`src/rtl/meas_tx_pkg.sv`:
```
// Shared command codes and FSM state encoding for the measurement transmit sequencer.
package meas_tx_pkg;

    localparam logic [7:0] CMD_START = 8'h00;
    localparam logic [7:0] CMD_CHSEL = 8'h10;
    localparam logic [7:0] CMD_CONT  = 8'h20;
    localparam logic [7:0] CMD_STOP  = 8'h21;

    typedef enum logic [2:0] {
        IDLE,
        DECODE,
        WAIT_SUM,
        SEND,
        WAIT_HI,
        WAIT_LO,
        REARM
    } state_t;

    // Channel-select commands carry the channel number in the low nibble.
    function automatic logic is_chsel(input logic [7:0] code);
        return code[7:4] == CMD_CHSEL[7:4];
    endfunction

endpackage

```
`src/rtl/seq_timer.sv`:
```
// Saturating wait-phase timer; count holds the number of cycles elapsed since the last clear.
module seq_timer #(
    parameter int TIMEOUT = 2000
) (
    input  logic clk,
    input  logic reset_n,
    input  logic clear,
    output logic expired
);

    localparam int CW = $clog2(TIMEOUT + 1);
    localparam logic [CW-1:0] LIMIT = CW'(TIMEOUT);

    logic [CW-1:0] count;

    // The clearing cycle itself counts as the first elapsed cycle of the new state.
    always_ff @(posedge clk or negedge reset_n) begin
        if (!reset_n) begin
            count <= '0;
        end else if (clear) begin
            count <= CW'(1);
        end else if (count != LIMIT) begin
            count <= count + CW'(1);
        end
    end

    assign expired = !clear && (count == LIMIT);

endmodule

```
`src/rtl/meas_tx_sequencer.sv`:
```
// Command-driven sequencer: decodes UART commands, starts measurements and streams the
// result bytes to the UART transmitter, with per-phase timeout and continuous mode.
module meas_tx_sequencer
    import meas_tx_pkg::*;
#(
    parameter  int NUM_BYTES = 3,
    parameter  int NUM_CH    = 4,
    parameter  int TIMEOUT   = 2000,
    localparam int CH_W      = (NUM_CH > 1) ? $clog2(NUM_CH) : 1,
    localparam int IDX_W     = (NUM_BYTES > 1) ? $clog2(NUM_BYTES) : 1
) (
    input  logic             clk,
    input  logic             reset_n,
    input  logic             sum_ready,
    input  logic             tx_busy,
    input  logic             rx_ready,
    input  logic [7:0]       rx_data,
    output logic             sum_en,
    output logic [CH_W-1:0]  ch_sel,
    output logic             tx_send,
    output logic [IDX_W-1:0] send_sel,
    output logic             cont_mode,
    output logic             err
);

    localparam logic [IDX_W-1:0] LAST_IDX = IDX_W'(NUM_BYTES - 1);
    localparam logic [4:0]       NUM_CH_V = 5'(NUM_CH);

    state_t           state;
    state_t           prev_state;
    logic [7:0]       cmd;
    logic [7:0]       pend_data;
    logic             pend_valid;
    logic [IDX_W-1:0] idx;
    logic             timer_clear;
    logic             timer_expired;

    assign timer_clear = (state != prev_state);

    seq_timer #(.TIMEOUT(TIMEOUT)) u_timer (
        .clk     (clk),
        .reset_n (reset_n),
        .clear   (timer_clear),
        .expired (timer_expired)
    );

    // sum_en stays high from measurement start until the frame ends, so a REARM
    // shows up as a single low cycle between back-to-back frames.
    always_ff @(posedge clk or negedge reset_n) begin
        if (!reset_n) begin
            state      <= IDLE;
            prev_state <= IDLE;
            cmd        <= '0;
            pend_data  <= '0;
            pend_valid <= 1'b0;
            idx        <= '0;
            sum_en     <= 1'b0;
            tx_send    <= 1'b0;
            send_sel   <= '0;
            ch_sel     <= '0;
            cont_mode  <= 1'b0;
            err        <= 1'b0;
        end else begin
            prev_state <= state;
            err        <= 1'b0;
            tx_send    <= 1'b0;

            // Commands arriving while busy are parked; the newest one wins.
            if (rx_ready && (state inside {DECODE, SEND, WAIT_HI, WAIT_LO, REARM})) begin
                pend_valid <= 1'b1;
                pend_data  <= rx_data;
            end

            case (state)
                IDLE, WAIT_SUM: begin
                    if (pend_valid) begin
                        cmd        <= pend_data;
                        pend_valid <= rx_ready;
                        pend_data  <= rx_data;
                        sum_en     <= 1'b0;
                        state      <= DECODE;
                    end else if (rx_ready) begin
                        cmd    <= rx_data;
                        sum_en <= 1'b0;
                        state  <= DECODE;
                    end else if (state == WAIT_SUM && sum_ready) begin
                        idx      <= '0;
                        send_sel <= '0;
                        tx_send  <= 1'b1;
                        state    <= SEND;
                    end
                end
                DECODE: begin
                    if (cmd == CMD_START) begin
                        sum_en <= 1'b1;
                        state  <= WAIT_SUM;
                    end else if (cmd == CMD_CONT) begin
                        cont_mode <= 1'b1;
                        sum_en    <= 1'b1;
                        state     <= WAIT_SUM;
                    end else if (cmd == CMD_STOP) begin
                        cont_mode <= 1'b0;
                        state     <= IDLE;
                    end else if (is_chsel(cmd) && ({1'b0, cmd[3:0]} < NUM_CH_V)) begin
                        ch_sel <= CH_W'(cmd[3:0]);
                        state  <= IDLE;
                    end else begin
                        err   <= 1'b1;
                        state <= IDLE;
                    end
                end
                SEND: begin
                    state <= WAIT_HI;
                end
                WAIT_HI: begin
                    if (tx_busy) begin
                        state <= WAIT_LO;
                    end else if (timer_expired) begin
                        err       <= 1'b1;
                        cont_mode <= 1'b0;
                        sum_en    <= 1'b0;
                        send_sel  <= '0;
                        idx       <= '0;
                        state     <= IDLE;
                    end
                end
                WAIT_LO: begin
                    if (!tx_busy) begin
                        if (idx != LAST_IDX) begin
                            idx      <= idx + IDX_W'(1);
                            send_sel <= idx + IDX_W'(1);
                            tx_send  <= 1'b1;
                            state    <= SEND;
                        end else begin
                            idx      <= '0;
                            send_sel <= '0;
                            sum_en   <= 1'b0;
                            state    <= cont_mode ? REARM : IDLE;
                        end
                    end else if (timer_expired) begin
                        err       <= 1'b1;
                        cont_mode <= 1'b0;
                        sum_en    <= 1'b0;
                        send_sel  <= '0;
                        idx       <= '0;
                        state     <= IDLE;
                    end
                end
                REARM: begin
                    sum_en <= 1'b1;
                    state  <= WAIT_SUM;
                end
                default: begin
                    state <= IDLE;
                end
            endcase
        end
    end

endmodule

```
`config.mk`:
```
export PLATFORM = sky130hd
export DESIGN_NAME = meas_tx_sequencer
export DESIGN_NICKNAME = d
export VERILOG_FILES = /design/src/rtl/meas_tx_pkg.sv /design/src/rtl/seq_timer.sv /design/src/rtl/meas_tx_sequencer.sv
export SDC_FILE = /design/constraint.sdc
export NUM_CORES = 1
export LEC_CHECK = 0
export ABC_AREA = 1
export CAP_MARGIN = 10
export CORE_MARGIN = 1
export CORE_UTILIZATION = 28
export CTS_CLUSTER_DIAMETER = 80
export CTS_CLUSTER_SIZE = 28
export DETAILED_ROUTE_END_ITERATION = 8
export GPL_ROUTABILITY_DRIVEN = 1
export PLACE_DENSITY = 0.51
export RECOVER_POWER = 100
export SLEW_MARGIN = 20
export SYNTH_ARGS = -nofsm -noshare
export SYNTH_HDL_FRONTEND = slang
export SYNTH_HIERARCHICAL = 1
export SYNTH_SLANG_ARGS = --single-unit
```
`constraint.sdc`:
```
create_clock -name clk -period 2.65 [get_ports clk]
set_input_delay 0.53 -clock clk [delete_from_list [all_inputs] [get_ports clk]]
set_output_delay 0.53 -clock clk [all_outputs]
set_load 0.01 [all_outputs]
```
# Yosys cells after proc, flatten, opt, wreduce, memory -nomap -nowiden
# Cells that the tools add are included.
[totals] memories=0 out_inout_bits=8 inputBits=13 mem_bits_rw=0 mem_bits_ro=0 reg_bits=44 latchBits=0 wordCells=125
[classes] bitwise=3 n_addsub=2 n_eq_ne=24 n_mul=0 div_mod_pow=0 n_reduce_logical=19 shifts=0 n_lt_le_gt_ge=1 n_mux=63
[ops] op="2-to-1 mux 8 bit" count=5
[ops] op="2-to-1 mux 1 bit" count=29
[ops] op="2-to-1 mux 2 bit" count=12
[ops] op="2-to-1 mux 3 bit" count=8
[ops] op="2-to-1 mux 11 bit" count=2
[ops] op="AND reduction 5 bit" count=4
[ops] op="one-hot mux 3 bit (6 select lines)" count=1
[ops] op="equality test 8 x 6 -> 1 bit (second input constant)" count=2
[ops] op="!= test 2 bit (second input constant)" count=7
[ops] op="one-hot mux 2 bit (3 select lines)" count=2
[ops] op="adder 11 x 1 -> 11 bit (second input constant)" count=1
[ops] op="equality test 11 bit (second input constant)" count=1
[ops] op="!= test 11 bit (second input constant)" count=1
[ops] op="nonzero test 5 bit" count=2
[ops] op="equality test 3 bit (second input constant)" count=3
[ops] op="logical NOT 8 bit" count=1
[ops] op="equality test 3 x 2 -> 1 bit (second input constant)" count=2
[ops] op="!= test 3 x 1 -> 1 bit (second input constant)" count=2
[ops] op="!= test 3 bit (second input constant)" count=2
[ops] op="one-hot mux 1 bit (3 select lines)" count=2
[ops] op="nonzero test 3 bit" count=2
[ops] op="one-hot mux 1 bit (5 select lines)" count=1
[ops] op="equality test 4 x 1 -> 1 bit (second input constant)" count=1
[ops] op="logical AND 1 bit" count=4
[ops] op="other kinds (12)" count=15

# Longest topological paths before layout
# Gate-level depths: netlist of the first run.
[depth] ltp_word=7 mapped_depth=13 depth_no_buf=13

# Hierarchy
# Netlist of the first run, hierarchy kept.
[by_module_without_submodules] module="meas_tx_sequencer" area_per_inst_um2=1953.1 seq_area_each_um2=825.8 instances=1 cells_each=247
[by_module_without_submodules] module="seq_timer" area_per_inst_um2=648.1 seq_area_each_um2=275.3 instances=1 cells_each=86

# Least setup slack after synthesis of the first run
# No wires, ideal clock.
[synth_timing] kind="flip-flop to flip-flop" start="register state[2]" end="register cont_mode" setup_ns=0.118 n_path_buf=1 setup_slack_ns=0.783 required_time_ns=2.532 path_stages_with_launch=12 t_arrival_ns=1.749 period_less_slack_ns=1.867 cell_sequence="dfrtp_1 buf_6 xnor2_1 nand3_1 nor2_1 clkinv_1 nand2_1 nand3_1 nor2_1 nand3_1 nand2_1 nand2_1"
[synth_between] elab_chain_len=6 elab_cells_between_ends=16 cone_classes="eq/ne: 8; mux: 4; reduce/logical: 4"
[synth_rtl] element="from (decl)" line_no="meas_tx_sequencer.sv:29" rtl="state_t state;"
[synth_rtl] element="from (signal assigned)" line_no="meas_tx_sequencer.sv:138" rtl="state <= cont_mode ? REARM : IDLE;"
[synth_rtl] element="!= test 3 bit *" line_no="meas_tx_sequencer.sv:38" rtl="assign timer_clear = (state != prev_state);"
[synth_rtl] element="named net timer_clear" line_no="meas_tx_sequencer.sv:35" rtl="logic timer_clear;"
[synth_rtl] element="logical NOT 1 bit *" line_no="seq_timer.sv:27" rtl="assign expired = !clear && (count == LIMIT);"
[synth_rtl] element="logical AND 1 bit *" line_no="seq_timer.sv:27"
[synth_rtl] element="named net timer_expired" line_no="meas_tx_sequencer.sv:36" rtl="logic timer_expired;"
[synth_rtl] element="2-to-1 mux 1 bit *"
[synth_rtl] element="2-to-1 mux 1 bit, on equally long branches"
[synth_rtl] element="one-hot mux 1 bit (3 select lines) *" line_no="meas_tx_sequencer.sv:74" rtl="case (state)"
[synth_rtl] element="to (signal assigned)" line_no="meas_tx_sequencer.sv:61" rtl="cont_mode <= 1'b0;"
[synth_rtl] element="to (signal assigned)" line_no="meas_tx_sequencer.sv:98" rtl="cont_mode <= 1'b1;"
[synth_rtl] element="to (signal assigned)" line_no="meas_tx_sequencer.sv:102" rtl="cont_mode <= 1'b0;"
[synth_rtl] element="to (decl)" line_no="meas_tx_sequencer.sv:22" rtl="output logic cont_mode,"
# Mark *: on every way through the listed nets, which the timed path passes. The rest lies on a longest branch. The select of a mux whose other input is x is not followed.
# A chain may end at the register's enable or synchronous reset.

# Worst setup path in the final report of the first run
[layout_timing] start="register state[0]" end="register cont_mode"
# The elaborated chain is that of the path after synthesis.

==> flow_summary.toml, run 1 <==
[run_status]
status = "finished clean"

[global_routing]
grt_usage = 0.119
grt_overflow = 0
antenna_found_initial = 0
grt_pass1_wl_um = 9270
grt_pass1_vias = 2035
grt_start_max_net_pins = 45

[power_and_ir_drop]
p_clk_frac = 0.178
total_power_mw = 2.90
pwr-share-comb = 0.430
seq_power_share = 0.392
netSwitchingFraction = 0.430
vdd_drop_max_mv = 0.390
powerDensity_nw_per_um2 = 1000
switching_power_mw = 1.24
power.internal_mw = 1.65
power_leakage_nw = 1.37

[route]
drcViolationCount = 0
num_vias = 2073
initialDrtViolationCount = 114
antenna_left = 0
wirelength_um = 5100
vias_per_cell = 4.49
wire_per_inst_um = 11.0
first_pass_iters = 6

[placed_design]
place_ws_ns = 0.368
dp_cells = 454
port-buffer-count = 20
place.gp.congestion = 0.804
place_hpwl_um = 3830
placed_area_um2 = 2870

[setup_path]
cp_max_fo = 9
path_delay_family = "simple AND/OR/NAND/NOR gates"
slowest_stage = "dfrtp_1"
end_kind = "flip-flop"
start_kind = "flip-flop"
max_stage_delay_ns = 0.58
crit_buf_inv = 1
crit_chain = "xnor2_1, nand3_1, nor2_1, clkinv_1, nand2_1, nand3_1, nor2_1, nand3_1, nand2_1, nand2_1"
worstSetupPathType = "flip-flop to flip-flop"
setup.worst_path.start = "state[0]"
reg2reg_from = "state[0]"
required_ns = 2.83
worst_ep_arrival_time_ns = 2.43

[hold_path]
hp-start = "ch_sel[1]"
min_path_type = "flip-flop to flip-flop"

[synthesis]
yosysMostFrequentCell = "nand2_1"
synth_flop_cell = "dfrtp_1"
synth_cell_types = 33
yosys_warnings = 6
synth_area_per_cell_um2 = 7.81
synth_edf_count = 0
syn_inst = 333
syn_nets = 348
ys_seq_area_frac = 0.423
synth_commonest_cells = "nand2_1, dfrtp_1, inv_1, nor2_1, nand3_1"
yosysTopAreaCell = "dfrtp_1"
ys_seq_elements = 44
async_flop_share = 1.00
synth_top_cell_area_share = 0.423
syn-cell-area_um2 = 2600
synth.top_cells.by_area = "dfrtp_1, nand2_1, inv_1, nor2_1, nand3_1"

[timing]
skew_ns = 0.0108
fin_crit_sh = 0.848
finalWorstSetupSlack_ns = 0.403
period_needed_ns = 2.25
hold_violations = 0
whs_ns = 0.480
final-max-slew-violation-count = 0
setup_viol = 0
slew_headroom = 0.267
fmax_mhz = 445
setup_tns_ns = 0
worst_pin_slew_ns = 1.10
rsz0062_at_grt = "false"

[clock_network]
insertion_delay_ns = 0.30
cts_root_buf = "clkbuf_8"
cts_resized = 0
hold_buffers = 0
cts_setup_buffers = 0
ctsLongestPathBuffers = 2
cts_tree = "done"
cts_sinks = 44
htree_levels = 2
cts.clk_slew.worst_paths_ns = 0.09
numCtsBuffers = 5

[die]
start_util = 0.294
ios = 21
dieWidth_um = 98.4
rows = 34
core_um2 = 8850
die_h_um = 98.4
die_area_um2 = 9680

[layout]
multiInputGateArea_um2 = 1170
fin_util = 0.326
fin_cells = 462
syn2layout_area_growth_pct = 11.0
drive_above_1_share = 0.0819
num-fill-cells = 971
n_antenna_cell = 0
seqCellArea_um2 = 1100
layout.nets = 368
design_area_um2 = 2890

[run]
cap_viol_max_count = 0
==> placed cells by master, fill, tap and decap left out, types with 4 or more instances in the layout <==
cell type and instances:
a21oi_1 4, dfrtp_1 44, inv_1 39, nor3_1 4, xnor2_1 4, o21ai_0 26
nand3_1 30, xor2_1 4, nor2_4 4, nand3_2 4, nor2_1 40, nand2_1 90
dlygate4sd3_1 8, clkdlybuf4s50_1 11, clkbuf_8 5, o211ai_1 9, nand4_1 5
==> metal layers <==
metal | up-vias | part of all wire | global-route usage
li1 | 1101 | - | -
met1 | 944 | 0.50 | 0.153
met2 | 24 | 0.47 | 0.201
met3 | 4 | 0.025 | 0.0258
met4 | 0 | 0.0090 | 0.0321
met5 | - | 0 | 0
==> path summary, 6_finish.rpt <==
path | end | slack (ns) | cells after the start
max in group asynchronous | prev_state[1] | 1.46 | 2
worst max-delay path | cont_mode | 0.40 | 10
worst max register to register | cont_mode | 0.40 | 10
worst min register to register | ch_sel[1] | 0.48 | 2
worst min-delay path | ch_sel[1] | 0.48 | 2
min in group asynchronous | u_timer/count[2] | 0.52 | 2
==> cells by family after synthesis <==
family,share of synthesized area
AO/OA/AOI/OAI,0.110
XOR/XNOR,0.0269
adder cells (fa/ha/maj),0.00962
buffers and inverters,0.0952
flip-flops,0.423
AND/OR/NAND/NOR,0.335
==> state kept, by name, summed over array words and instances, names as in the netlist <==
| name | count |
|---|---|
| err | 1 |
| tx_send | 1 |
| send_sel | 2 |
| pend_data | 8 |
| u_timer/count | 11 |
| cmd | 8 |
| cont_mode | 1 |
| sum_en | 1 |
| prev_state | 3 |
| idx | 2 |
| ch_sel | 2 |
| pend_valid | 1 |
| state | 3 |
==> area by class of cell <==
cell class                      count  area share
Clock buffer                        5      0.0238
Clock inverter                      3      0.0147
Inverter                           43      0.0576
Multi-Input combinational cell    237       0.405
Sequential cell                    44       0.381
Tap cell                          108      0.0468
Timing Repair Buffer               22      0.0706
==> power groups by stage <==
| stage | sequential, mW | clock [mW] | combinational, mW |
|---|---|---|---|
| finish | 1.14 | 0.515 | 1.25 |
| global route | 1.17 | 0.567 | 1.47 |
| CTS | 1.14 | 0.542 | 1.42 |
| detailed placement | 1.16 | 0 | 1.42 |
| global placement | 1.15 | 0 | 1.41 |
| floorplan | 1.06 | 0 | 1.22 |
==> worst min-delay path: cells and delay by family, from the launching register on <==
kind	cells	cell delay (ns)
DFF	1	0.35
and+or+nand+nor	2	0.10
No activity file was read; power rests on OpenSTA's default activity.
==> run 2: changes to the inputs <==
- PLACE_DENSITY: 0.51 -> 0.53
- clock period: 2.65 -> 1.9 ns (I/O delays scaled with it)
==> run 2 against run 1 <==
  * Register-to-register slack lost 0.21 ns
  * Cell area grew 5.0%
  * Sequential cell count is the same
  * Highest routed layer unchanged
==> flow_summary.toml, run 2 (synthesized netlist as in run 1, its figures left out) <==
[run_status]
status = "finished clean"

[setup_path]
worstSetupPathType = "flip-flop to output pin"
required_ns = 1.52
crit_chain = "dlygate4sd3_1"
r2r_setup_slack_ns = 0.19
start_kind = "flip-flop"
crit_path_end = "cont_mode"
path_delay_family = "buffers and inverters"
worst_ep_arrival_time_ns = 1.34
end_kind = "output pin"
max_stage_delay_ns = 0.62
worst-path-stages = 1
reg2reg_from = "u_timer/count[0]"
cp_max_fo = 4
rr_worst_depth = 14
crit_buf_inv = 1
setup.worst_path.start = "cont_mode"
slowest_stage = "dlygate4sd3_1"
timing.rr.end = "send_sel[1]"

[run]
cap_viol_max_count = 0

[route]
initialDrtViolationCount = 54
vias_per_cell = 4.52
drcViolationCount = 0
antenna_left = 0
wirelength_um = 5290
first_pass_iters = 6
num_vias = 2147
wire_per_inst_um = 11.1

[layout]
layout.nets = 382
layout_commonest_cell = "nand2_1"
fin_cells = 475
seqCellArea_um2 = 1100
regMostFlops = "u_timer/count"
largestRegisters = "u_timer/count (11), cmd (8), pend_data (8)"
layout_common_cells = "nand2_1, dfrtp_1, inv_1"
drive_above_1_share = 0.117
multiInputGateArea_um2 = 1200
syn2layout_area_growth_pct = 16.6
n_antenna_cell = 0
largest_reg_flops = 11
num-fill-cells = 971

[global_routing]
grt_pass1_wl_um = 9660
antenna_found_initial = 0
grt_start_max_net_pins = 45
grt_pass1_vias = 2112
grt_usage = 0.123
grt_overflow = 0

[clock_network]
cts_sinks = 44
htree_levels = 2
numCtsBuffers = 5
cts_tree = "done"
hold_buffers = 0
cts.clk_slew.worst_paths_ns = 0.09
insertion_delay_ns = 0.30
cts_root_buf = "clkbuf_8"
ctsLongestPathBuffers = 2

[timing]
finalWorstSetupSlack_ns = 0.179
hold_violations = 0
fmax_mhz = 581
slew_headroom = 0.245
setup_tns_ns = 0
fin_crit_sh = 0.906
final-max-slew-violation-count = 0
period_needed_ns = 1.72
setup_viol = 0
skew_ns = 0.0129
rsz0062_at_grt = "false"
worst_pin_slew_ns = 1.13

[placed_design]
place.gp.congestion = 0.834
dp_cells = 467
place_hpwl_um = 3910
port-buffer-count = 20
place_ws_ns = 0.0435

[die]
core_um2 = 8850
die_area_um2 = 9680
dieWidth_um = 98.4
start_util = 0.294
rows = 34
ios = 21
die_h_um = 98.4

[power_and_ir_drop]
power_leakage_nw = 1.45
vdd_drop_max_mv = 0.685
powerDensity_nw_per_um2 = 1440

[hold_path]
min_path_type = "input pin to async pin"
[run 2: changes by cell type in the layout (fill, tap and decap cells not counted), sizes merged]
| cell | delta |
|---|---|
| inv | +1 |
| clkinv | -2 |
| bufinv | +1 |
| clkbuf | +4 |
| clkinvlp | -1 |
| buf | +10 |
[run 2: repair_timing]
item / in CTS / in global routing
hold endpoints to repair: 0 / 0
resized for setup: 0 / 6
endpoints found under the setup margin: 0 / 7
setup buffers: 0 / 1
[run 2: stage by stage]
step | total power, mW | utilization | hold WS [ns] | instance area [um2]
6_report | 4.36 | 0.343 | 0.370 | 3030
5_1_grt | 4.80 | 0.343 | 0.491 | 3030
4_1_cts | 4.60 | 0.351 | 0.0614 | 3100
3_5_place_dp | 3.72 | 0.336 | 0.389 | 2980
3_3_place_gp | 3.69 | 0.336 | 0.388 | 2980
2_1_floorplan | 3.19 | - | 0.0844 | 2600
[run 2: area by class of cell]
class	count	area share
clock buffer	5	0.0227
clock inverter	2	0.0198
inverter	43	0.0549
multi-input combinational	237	0.397
sequential	44	0.363
tap	108	0.0446
timing repair buffer	36	0.0982
[run 2: how the worst min path moves through the flow]
stage,startpoint,endpoint,slack [ns],depth (start not counted)
after floorplan,reset_n,ch_sel[0],0.08,0
after global placement,reset_n,pend_data[7],0.39,2
after detailed placement,reset_n,pend_data[6],0.39,2
after CTS,reset_n,u_timer/count[6],0.06,2
after global routing,reset_n,u_timer/count[7],0.49,2
final,reset_n,u_timer/count[6],0.37,2
[run 2: worst reg2reg max path, stage by stage, from the launching register on]
cell     delay, ns
dfrtp_1       0.40
inv_2         0.06
ha_1          0.16
nand2_1       0.06
nor2_2        0.13
nand3_2       0.12
nor2_4        0.15
inv_2         0.05
buf_4         0.15
nand2_1       0.05
nand2_1       0.05
nand3_1       0.07
nand2_1       0.05
inv_1         0.04
o21ai_0       0.06
[run 2: per-layer routing]
layer	vias to the layer above	wire, um	GRT usage
li1	1126	-	-
met2	34	2410	0.200
met3	7	133	0.0179
met4	0	93	0.0482
met5	-	0	0
met1	980	2650	0.167
[run 2: power breakdown]
| part | switching, mW | internal [mW] |
|---|---|---|
| registers | 0.204 | 1.28 |
| clock network | 0.338 | 0.518 |
| logic | 1.29 | 0.735 |
==> run 3: changes to the inputs <==
- ABC_AREA: 1 -> unset
==> run 3 against run 2 <==
  * The flow now finishes with violations (negative setup slack)
  * Sequential share of layout area up 2.7 points
  * Routed wire length shrank 12%
  * Synthesized area fell by 13%
==> flow_summary.toml, run 3 <==
[layout]
syn2layout_area_growth_pct = 25.1
layout_commonest_cell = "dfrtp_1"
n_antenna_cell = 0
layout.nets = 278
regMostFlops = "u_timer/count"
layout_common_cells = "dfrtp_1, nand2_1, o21ai_0, buf_4"
drive_above_1_share = 0.189
largestRegisters = "u_timer/count (11), cmd (8), pend_data (8)"
fin_cells = 366
largest_reg_flops = 11
num-fill-cells = 810

[synthesis]
synthSimpleGateAreaFrac = 0.190
syn_nets = 237
yosys_warnings = 6
synth_compound_area_frac = 0.161
yosys.area_share.adder = 0.0111
syn_inst = 222
synth_flop_cell = "dfrtp_1"
synth_area_per_cell_um2 = 10.2
yosysMostFrequentCell = "dfrtp_1"
syn-cell-area_um2 = 2260
synthMuxAreaShare = 0.0987
synth_xor_area_frac = 0.0194
async_flop_share = 1.00
synth_commonest_cells = "dfrtp_1, o21ai_0, nand2_1"
synth_top_family_by_area = "simple AND/OR/NAND/NOR gates"
ys_seq_elements = 44
synth_cell_types = 46
yosysTopAreaCell = "dfrtp_1"
synth.top_cells.by_area = "dfrtp_1, mux2_2, mux2i_1, o21ai_0, nand2_1"
synth_edf_count = 0
ys_seq_area_frac = 0.488
synth_top_cell_area_share = 0.488

[global_routing]
grt_pass1_wl_um = 8140
grt_usage = 0.121
grt_pass1_vias = 1642
grt_start_max_net_pins = 26
antenna_found_initial = 0
grt_overflow = 0

[setup_path]
worst_ep_arrival_time_ns = 2.17
worstSetupPathType = "flip-flop to flip-flop"
slowest_stage = "or4_4"
crit_chain = "or4_4, or4_4, a221o_1, a32o_1"
max_stage_delay_ns = 0.54
path_common_cell = "or4_4"
cp_max_fo = 3
rr_worst_depth = 4
required_ns = 2.08
timing.rr.end = "sum_en"
start_kind = "flip-flop"
r2r_setup_slack_ns = -0.09
end_kind = "flip-flop"
reg2reg_from = "cmd[3]"

[die]
rows = 32
core_um2 = 7770
die_h_um = 91.8
die_area_um2 = 8420
ios = 21
start_util = 0.290
dieWidth_um = 91.8

[route]
wirelength_um = 4660
wire_per_inst_um = 12.7
first_pass_iters = 4
initialDrtViolationCount = 52
vias_per_cell = 4.79
drcViolationCount = 0
antenna_left = 0
num_vias = 1753

[run]
cap_viol_max_count = 0

[clock_network]
cts_sinks = 44
htree_levels = 2
ctsLongestPathBuffers = 2
hold_buffers = 0
cts_root_buf = "clkbuf_8"
cts_tree = "done"
numCtsBuffers = 5
cts.clk_slew.worst_paths_ns = 0.10
insertion_delay_ns = 0.30

[placed_design]
place_ws_ns = -0.115
port-buffer-count = 20
dp_cells = 355
place_hpwl_um = 3340
place.gp.congestion = 0.771

[timing]
setup_viol = 1
rsz0062_at_grt = "true"
hold_violations = 0
slew_headroom = 0.254
fmax_mhz = 503
skew_ns = 0.0125
worst_pin_slew_ns = 1.12
finalWorstSetupSlack_ns = -0.0879
final-max-slew-violation-count = 0
period_needed_ns = 1.99
fin_crit_sh = 1.05

[power_and_ir_drop]
power_leakage_nw = 1.19
powerDensity_nw_per_um2 = 1470
vdd_drop_max_mv = 0.879

[run_status]
violations = "negative setup slack"
status = "finished with violations"

[hold_path]
min_path_type = "input pin to async pin"
run 3: changes by cell type in the layout (fill, tap and decap cells not counted), moves of 5 or more:
cell and delta:
nand2_1 -72, inv_1 -32, nor2_1 -29, nand3_1 -21, mux2i_1 +11, mux2_2 +10, buf_4 +8, nand2b_1 +8
a21oi_1 +7, o211ai_1 -7, nand3_2 -5, or4_1 +5
run 3: per-stage QoR:
stage | setup TNS, ns | util | total power [mW] | instance area (um2) | hold slack, ns
2_1_floorplan | -0.0224 | - | 2.86 | 2260 | 0.0844
3_3_place_gp | -0.933 | 0.350 | 3.55 | 2720 | 0.385
3_5_place_dp | -1.11 | 0.350 | 3.58 | 2720 | 0.392
4_1_cts | -0.104 | 0.362 | 4.20 | 2820 | 0.0627
5_1_grt | -0.358 | 0.363 | 4.51 | 2820 | 0.381
6_report | -0.0879 | 0.363 | 4.14 | 2820 | 0.270
run 3: worst max path at each step:
stage,start,end,slack [ns],depth (start not counted)
detailed placement,rx_ready,pend_data[7],-0.11,5
CTS,cmd[7],sum_en,-0.10,4
floorplan,cmd[7],sum_en,-0.02,4
global route,cmd[3],sum_en,-0.13,4
global placement,rx_ready,pend_data[6],-0.09,5
finish,cmd[3],sum_en,-0.09,4
run 3: power by group:
group / switching [mW] / leakage [nW] / internal (mW) / total [mW]
Clock: 0.340 / 0.0404 / 0.261 / 0.600
Combinational: 1.02 / 0.593 / 0.958 / 1.98
Sequential: 0.268 / 0.559 / 1.29 / 1.56
run 3: worst max-delay path, delay by kind of cell (launching register included):
| family | cells | cell delay, ns |
|---|---|---|
| AND/OR/NAND/NOR | 2 | 0.98 |
| flip-flops | 1 | 0.39 |
| AO/OA/AOI/OAI | 2 | 0.51 |
run 3: layout make-up:
cell class / instances / area, um2 / share of cell area
timing repair buffer: 45 / 359 / 0.127
inverter: 8 / 30.0 / 0.0106
multi-input combinational: 159 / 1110 / 0.394
sequential: 44 / 1100 / 0.390
clock buffer: 5 / 68.8 / 0.0244
tap: 102 / 128 / 0.0452
clock inverter: 3 / 23.8 / 0.00843
run 3: cells by family after synthesis:
group                      count (synthesis)
muxes                                     21
DFF                                       44
xor gates and xnor gates                   5
AOI/OAI and AO/OA                         57
and+or+nand+nor                           74
buffers and inverters                     19
adders and majority gates                  2
run 3: repair_timing:
action,CTS,global route
setup endpoints to repair,5,6
pin swaps,0,2
gates resized for setup,1,8
setup buffers,0,3
run 3: per-layer routing:
metal	share of wire	track usage	vias to the layer above
met4	0.0077	0.0339	0
li1	-	-	888
met2	0.46	0.187	24
met1	0.50	0.168	839
met3	0.032	0.0299	2
met5	0	0	-
